===== src/rtl/systolic_pkg.sv =====
// systolic_pkg: shared systolic-array sizing defaults and the weight-feeder state encoding.
// No ports; imported by weight_feeder.
package systolic_pkg;

   localparam int SA_WIDTH      = 16;
   localparam int SA_DATA_WIDTH = 8;
   localparam int SA_IDX_WIDTH  = $clog2(SA_WIDTH);

   typedef enum logic [1:0] {
      FEED_IDLE,
      FEED_LOAD,
      FEED_DRAIN,
      FEED_DONE
   } feeder_state_t;

endpackage


===== src/rtl/weight_feeder.sv =====
// weight_feeder: streams one weight tile row by row onto the array's north edge, tagging every column with its target row.
// Ports: clk/rst (async, active-high); start + num_rows request a tile; in_valid/in_ready/in_data carry weight rows;
//        w_out/idx_out/accept_w_out feed the array columns; busy is high outside IDLE; load_done pulses when the tile has settled.
module weight_feeder
   import systolic_pkg::*;
#(
   parameter int SYSTOLIC_ARRAY_WIDTH = SA_WIDTH,
   parameter int DATA_WIDTH_IN        = SA_DATA_WIDTH,
   parameter int IDX_WIDTH            = $clog2(SYSTOLIC_ARRAY_WIDTH)
)(
   input  logic                                      clk,
   input  logic                                      rst,
   input  logic                                      start,
   input  logic [IDX_WIDTH:0]                        num_rows,
   input  logic                                      in_valid,
   output logic                                      in_ready,
   input  logic [SYSTOLIC_ARRAY_WIDTH*DATA_WIDTH_IN-1:0] in_data,
   output logic [SYSTOLIC_ARRAY_WIDTH*DATA_WIDTH_IN-1:0] w_out,
   output logic [SYSTOLIC_ARRAY_WIDTH*IDX_WIDTH-1:0]     idx_out,
   output logic [SYSTOLIC_ARRAY_WIDTH-1:0]               accept_w_out,
   output logic                                      busy,
   output logic                                      load_done
);

   localparam int                 W          = SYSTOLIC_ARRAY_WIDTH;
   localparam logic [IDX_WIDTH:0] ROWS_MAX   = (IDX_WIDTH+1)'(W);
   localparam logic [IDX_WIDTH-1:0] DRAIN_LAST = IDX_WIDTH'(W-1);

   feeder_state_t                r_state;
   logic [IDX_WIDTH:0]           r_rows;
   logic [IDX_WIDTH:0]           r_row_cnt;
   logic [IDX_WIDTH-1:0]         r_drain_cnt;
   logic [W*DATA_WIDTH_IN-1:0]   r_w_out;
   logic [W*IDX_WIDTH-1:0]       r_idx_out;
   logic [W-1:0]                 r_accept;
   logic                         r_load_done;
   logic                         w_xfer;
   logic [IDX_WIDTH:0]           w_row_nxt;
   logic [IDX_WIDTH:0]           w_rows_in;

   assign w_xfer    = in_valid && r_state == FEED_LOAD;
   assign w_row_nxt = r_row_cnt + (IDX_WIDTH+1)'(1);
   // Out-of-range tile sizes fall back to a full tile.
   assign w_rows_in = (num_rows == '0 || num_rows > ROWS_MAX) ? ROWS_MAX : num_rows;

   assign in_ready     = r_state == FEED_LOAD;
   assign busy         = r_state != FEED_IDLE;
   assign load_done    = r_load_done;
   assign w_out        = r_w_out;
   assign idx_out      = r_idx_out;
   assign accept_w_out = r_accept;

   // Every column of a row targets the same PE row, so the index is simply replicated.
   always_ff @(posedge clk or posedge rst) begin
      if (rst) begin
         r_w_out   <= '0;
         r_idx_out <= '0;
         r_accept  <= '0;
      end else begin
         r_w_out   <= w_xfer ? in_data : '0;
         r_idx_out <= w_xfer ? {W{r_row_cnt[IDX_WIDTH-1:0]}} : '0;
         r_accept  <= {W{w_xfer}};
      end
   end

   // DRAIN waits W cycles so the weight tagged for the farthest row has finished hopping down.
   always_ff @(posedge clk or posedge rst) begin
      if (rst) begin
         r_state     <= FEED_IDLE;
         r_rows      <= ROWS_MAX;
         r_row_cnt   <= '0;
         r_drain_cnt <= '0;
         r_load_done <= 1'b0;
      end else begin
         r_load_done <= r_state == FEED_DRAIN && r_drain_cnt == DRAIN_LAST;
         case (r_state)
            FEED_IDLE: if (start) begin
               r_rows    <= w_rows_in;
               r_row_cnt <= '0;
               r_state   <= FEED_LOAD;
            end
            FEED_LOAD: if (w_xfer) begin
               r_row_cnt <= w_row_nxt;
               if (w_row_nxt == r_rows) begin
                  r_drain_cnt <= '0;
                  r_state     <= FEED_DRAIN;
               end
            end
            FEED_DRAIN: begin
               r_drain_cnt <= r_drain_cnt + IDX_WIDTH'(1);
               if (r_drain_cnt == DRAIN_LAST) r_state <= FEED_DONE;
            end
            FEED_DONE: r_state <= FEED_IDLE;
            default:   r_state <= FEED_IDLE;
         endcase
      end
   end

endmodule


===== config.mk =====
export PLATFORM = sky130hd
export DESIGN_NAME = weight_feeder
export DESIGN_NICKNAME = d
export VERILOG_FILES = /design/src/rtl/systolic_pkg.sv /design/src/rtl/weight_feeder.sv
export SDC_FILE = /design/constraint.sdc
export NUM_CORES = 1
export LEC_CHECK = 0
export ABC_AREA = 1
export BUFFER_PORTS_ARGS = -buffer_cell sky130_fd_sc_hd__buf_2
export CAP_MARGIN = 20
export CORE_AREA = 2 2 134 136
export DETAILED_ROUTE_END_ITERATION = 8
export DIE_AREA = 0 0 136 138
export MAX_ROUTING_LAYER = met4
export PLACE_DENSITY = 0.7
export RECOVER_POWER = 25
export SLEW_MARGIN = 20
export SYNTH_ARGS = -nofsm -noshare
export SYNTH_HDL_FRONTEND = slang
export SYNTH_SLANG_ARGS = --single-unit

===== constraint.sdc =====
create_clock -name clk -period 7 [get_ports clk]
set_input_delay 1.4 -clock clk [delete_from_list [all_inputs] [get_ports clk]]
set_output_delay 1.4 -clock clk [all_outputs]
set_load 0.01 [all_outputs]

# Yosys cells after proc, flatten, opt, wreduce, memory -nomap -nowiden
# Cells that the tools add are included.
dict set report op_classes {
  addsub 2
  n_mul 0
  div 0
  n_lt_le_gt_ge 1
  n_eq_ne 9
  shifts 0
  mux 14
  n_bitwise 0
  reduce_logical 12
}
# op count
set ops {}
lappend ops {{$mux 128} 1}
lappend ops {{$mux 64} 1}
lappend ops {{$mux 5} 3}
lappend ops {{$pmux 5 s2} 1}
lappend ops {{$mux 2} 4}
lappend ops {{$mux 4} 2}
lappend ops {{$pmux 2 s4} 1}
lappend ops {{$pmux 4 s2} 1}
lappend ops {{$ne 2x1->1 const B} 3}
lappend ops {{$reduce_and 3->1} 2}
lappend ops {{$reduce_bool 2->1} 3}
lappend ops {{$add 5x1->5 const B} 1}
lappend ops {{$eq 5x5->1} 1}
lappend ops {{$gt 5x5->1 const B} 1}
lappend ops {{$logic_not 5->1} 1}
lappend ops {{$add 4x1->4 const B} 1}
lappend ops {{$eq 2x2->1 const B} 2}
lappend ops {{$eq 4x4->1 const B} 1}
lappend ops {{$reduce_and 4->1} 1}
lappend ops {{$eq 2x1->1 const B} 1}
lappend ops {{$logic_and 1x1->1} 2}
lappend ops {{$logic_not 2->1} 1}
lappend ops {{$ne 2x2->1 const B} 1}
lappend ops {{$reduce_and 2->1} 1}
lappend ops {{$logic_or 1x1->1} 1}
dict set report totals {
  reg_bits 210
  latchBits 0
  ram_bits 0
  mem_bits_ro 0
  mem_count 0
}

# Depth between registers and ports, before layout
dict set report depth {
  word_depth 5
  mapped_depth 13
  ltp_nobuf 13
}

# Worst setup path after synthesis
# No wires, ideal clock.
dict set report synth_timing {
  kind {input to register}
  from {in num_rows[0]}
  to {reg r_rows[0]}
  setup_ns 0.126
  arrival_time_ns 2.374
  required_ns 6.874
  setup_slack_ns 4.500
  cell_stages 5
  n_path_buf 0
  cell_sequence {or4_1 -> ha_1 -> inv_1 -> nand3_1 -> o21ai_0}
}
dict set report synth_via {
  elab_chain_len 3
  word_cells_on_any_way 4
}
# item line
set synth_lines {}
lappend synth_lines {{start: declaration} weight_feeder.sv:14} ;# input logic [IDX_WIDTH:0] num_rows,
lappend synth_lines {{$gt 5x5->1 / $logic_not 5->1 (equally long branches)} weight_feeder.sv:44} ;# assign w_rows_in = (num_rows == '0 || num_rows > ROWS_MAX) ? ROWS_MAX : num_rows;
lappend synth_lines {{$logic_or 1x1->1} weight_feeder.sv:44}
lappend synth_lines {{$mux 5 (*)} weight_feeder.sv:44}
lappend synth_lines {{end signal: assignment} weight_feeder.sv:78} ;# r_rows <= w_rows_in;
lappend synth_lines {{end: declaration} weight_feeder.sv:30} ;# logic [IDX_WIDTH:0] r_rows;
# Every way passes the cells marked *; elsewhere a longest branch is shown, timed or not.
# A chain may end at the register's enable or synchronous reset.

==> results_dict.tcl <==
set metrics [dict create \
    grt_max_degree 84 \
    critical_path.top_delay_family "buffers and inverters" \
    cp_max_fo 83 \
    fp-row-count 49 \
    worstPathRequired_ps 7430 \
    dp_hpwl_mm 10.14 \
    fin_nets 1041 \
    cts_buffer_depth 2 \
    final-seq-area_um2 3755 \
    grt_overflow 0 \
    viasPerCell 4.009 \
    yosysTopAreaCell "dfrtp_1" \
    port_buffers 347 \
    via_count 4570 \
    critical_path_class "in -> async" \
    p_leak_nw 5.333 \
    hold_path_class "reg -> reg" \
    postCtsSetupRepairBufs 0 \
    worst-path-buf-inv 3 \
    period_needed_ps 4108 \
    p_per_area_nw_per_um2 333.1 \
    grt_pass1_wl_mm 21.82 \
    gp_congestion 0.8201 \
    die_h_um 138 \
    yosys_warnings 0 \
    ys_seq_area_frac 0.6310 \
    synthXorXnorAreaFrac 0.001472 \
    cts_resized 0 \
    clk_pin_slew_ps 60 \
    root_buffer "clkbuf_16" \
    yosysTopAreaCellShare 0.6266 \
    max_stage_delay_ps 1980 \
    postRouteAntennaNets 0 \
    yosys_register_bits 150 \
    max_freq_mhz 243.4 \
    start_util 0.3394 \
    wire_per_inst_um 12.12 \
    synth_top_family_by_area "buffers and inverters" \
    final_common_cell "buf_2" \
    area_growth_pct 34.34 \
    grt_pass1_vias 4416 \
    nFillCells 1701 \
    antenna_found_initial 2 \
    die_area_um2 18770 \
    start_kind "primary input" \
    clock_latency_ps 410 \
    slew_headroom -1.388 \
    h-tree-depth 4 \
    arrival_ps 4540 \
    finalNonFillerCells 1140 \
    violations "capacitance limit, slew limit" \
    crit_chain "buf_2 > clkinvlp_2 > buf_4" \
    grt_util_all_layers 0.1535 \
    worst_pin_slew_ps 3563 \
    die_w_um 136 \
    layout_common_cells "buf_2, inv_1, dfrtp_1" \
    synthTopCellsByArea "dfrtp_1, buf_4, inv_1, nor2_1, nand2_1" \
    finClkSkew_ps 5.826 \
    dp.cells 1107 \
    vdd_ir_drop_max_v 0.0001742 \
    drv_slew 139 \
    synthMuxAreaShare 0 \
    cap_violations 2 \
    drc 0 \
    synth_adder_area_share 0.01472 \
    post-route-period-util 0.5868 \
    endpoint_kind "asynchronous set/reset pin" \
    syn_area_um2 5951 \
    numCtsBuffers 17 \
    synthSimpleGateAreaFrac 0.1377 \
    cts_sinks 150 \
    wl_mm 13.81 \
    synth-compound-area-share 0.01409 \
    cp_slowest_cell "clkinvlp_2" \
    rsz0062_at_grt "no" \
    ys_types 22 \
    syn_avg_cell_area_um2 9.629 \
    tns_ps 0 \
    detail_route.iter0.violations 305 \
    drive_above_1_share 0.4301 \
    core_area_um2 17530 \
    cts_tree "yes" \
    synth_nets 762 \
    setup_violations 0 \
    first_pass_iters 5 \
    ios 348 \
    syn_inst 618 \
    final_hold_viol_count 0 \
    multi_input_area_um2 999.7 \
    status "finished, violations left" \
    hold_buffers 0 \
]
[state kept, by name, summed over array words and instances, names as in the netlist]
register	flops
idx_out	4
r_state	2
r_rows	5
load_done	1
r_drain_cnt	4
accept_w_out	1
r_row_cnt	5
w_out	128
[where the power goes]
part	leakage, nW	internal, mW	total [mW]	switching, mW
combinational	2.98	0.232	0.629	0.397
clock	0.305	0.583	0.970	0.387
sequential	2.05	1.00	1.06	0.0593
total	5.33	1.82	2.66	0.844
[Yosys cell counts]
cell and count:
inv_1 150, dfrtp_1 149, nor2_1 139, buf_4 75, nand2_1 37, nand3_1 16
buf_2 8, o21ai_0 8, ha_1 7, clkbuf_1 6, a21oi_1 5, nand2_2 3
o22ai_1 3, inv_2 2, nand4_1 2, or2_2 2, dfstp_2 1, nand2_4 1
nand3_2 1, nor2_2 1, or4_1 1, xor2_1 1
[cells by family (layout without fill, tap and decap cells)]
group | count (synthesis) | count (layout)
xor+xnor | 1 | 1
other cells | 0 | 2
buf+inv | 241 | 532
fa+ha+maj | 7 | 7
flops | 150 | 150
compound gates | 16 | 16
simple gates | 203 | 203
[layout make-up]
type                       count  area share
timing repair buffer         349      0.2190
tap                          229     0.03584
clock inverter                13     0.02332
antenna                        2   0.0006261
sequential                   150      0.4697
clock buffer                  18     0.05494
multi-input combinational    227      0.1251
inverter                     152     0.07153
[per-stage QoR]
stage / utilization / setup WS (ps) / hold WS (ps) / cell area, um2 / power (mW)
after CTS: 0.4563 / 4086 / 501.1 / 8001 / 2.700
after global placement: 0.4207 / 3646 / 476.7 / 7376 / 1.700
after detailed placement: 0.4207 / 3645 / 489.3 / 7376 / 1.712
final: 0.4559 / 2892 / 495.7 / 7994 / 2.663
after floorplan: - / 1565 / 465.5 / 5951 / 1.502
after global routing: 0.4559 / 2206 / 537.0 / 7994 / 2.827
[metal layers]
metal | GRT usage | up-vias | routed length (um)
li1 | - | 2242 | -
met5 | - | - | 0
met4 | 0.06031 | 0 | 336
met2 | 0.2457 | 221 | 6767
met3 | 0.04254 | 22 | 1001
met1 | 0.1833 | 2085 | 5707
[worst min-delay path: stages (launching register included)]
cell and delay (ps):
dfstp_2 370, nand2_1 50, o21ai_0 70
[worst paths after layout]
path | start | endpoint | slack, ps | cells past startpoint
max in group clk | in_valid | r_row_cnt[1] | 3180 | 6
setup reg to reg | r_state[1] | r_row_cnt[1] | 3520 | 7
min in group asynchronous | rst | w_out[70] | 2030 | 2
hold / removal | r_rows[4] | r_rows[4] | 500 | 2
setup / recovery | rst | w_out[98] | 2890 | 3
hold reg to reg | r_rows[4] | r_rows[4] | 500 | 2
Power figures use the tool's default switching activity.
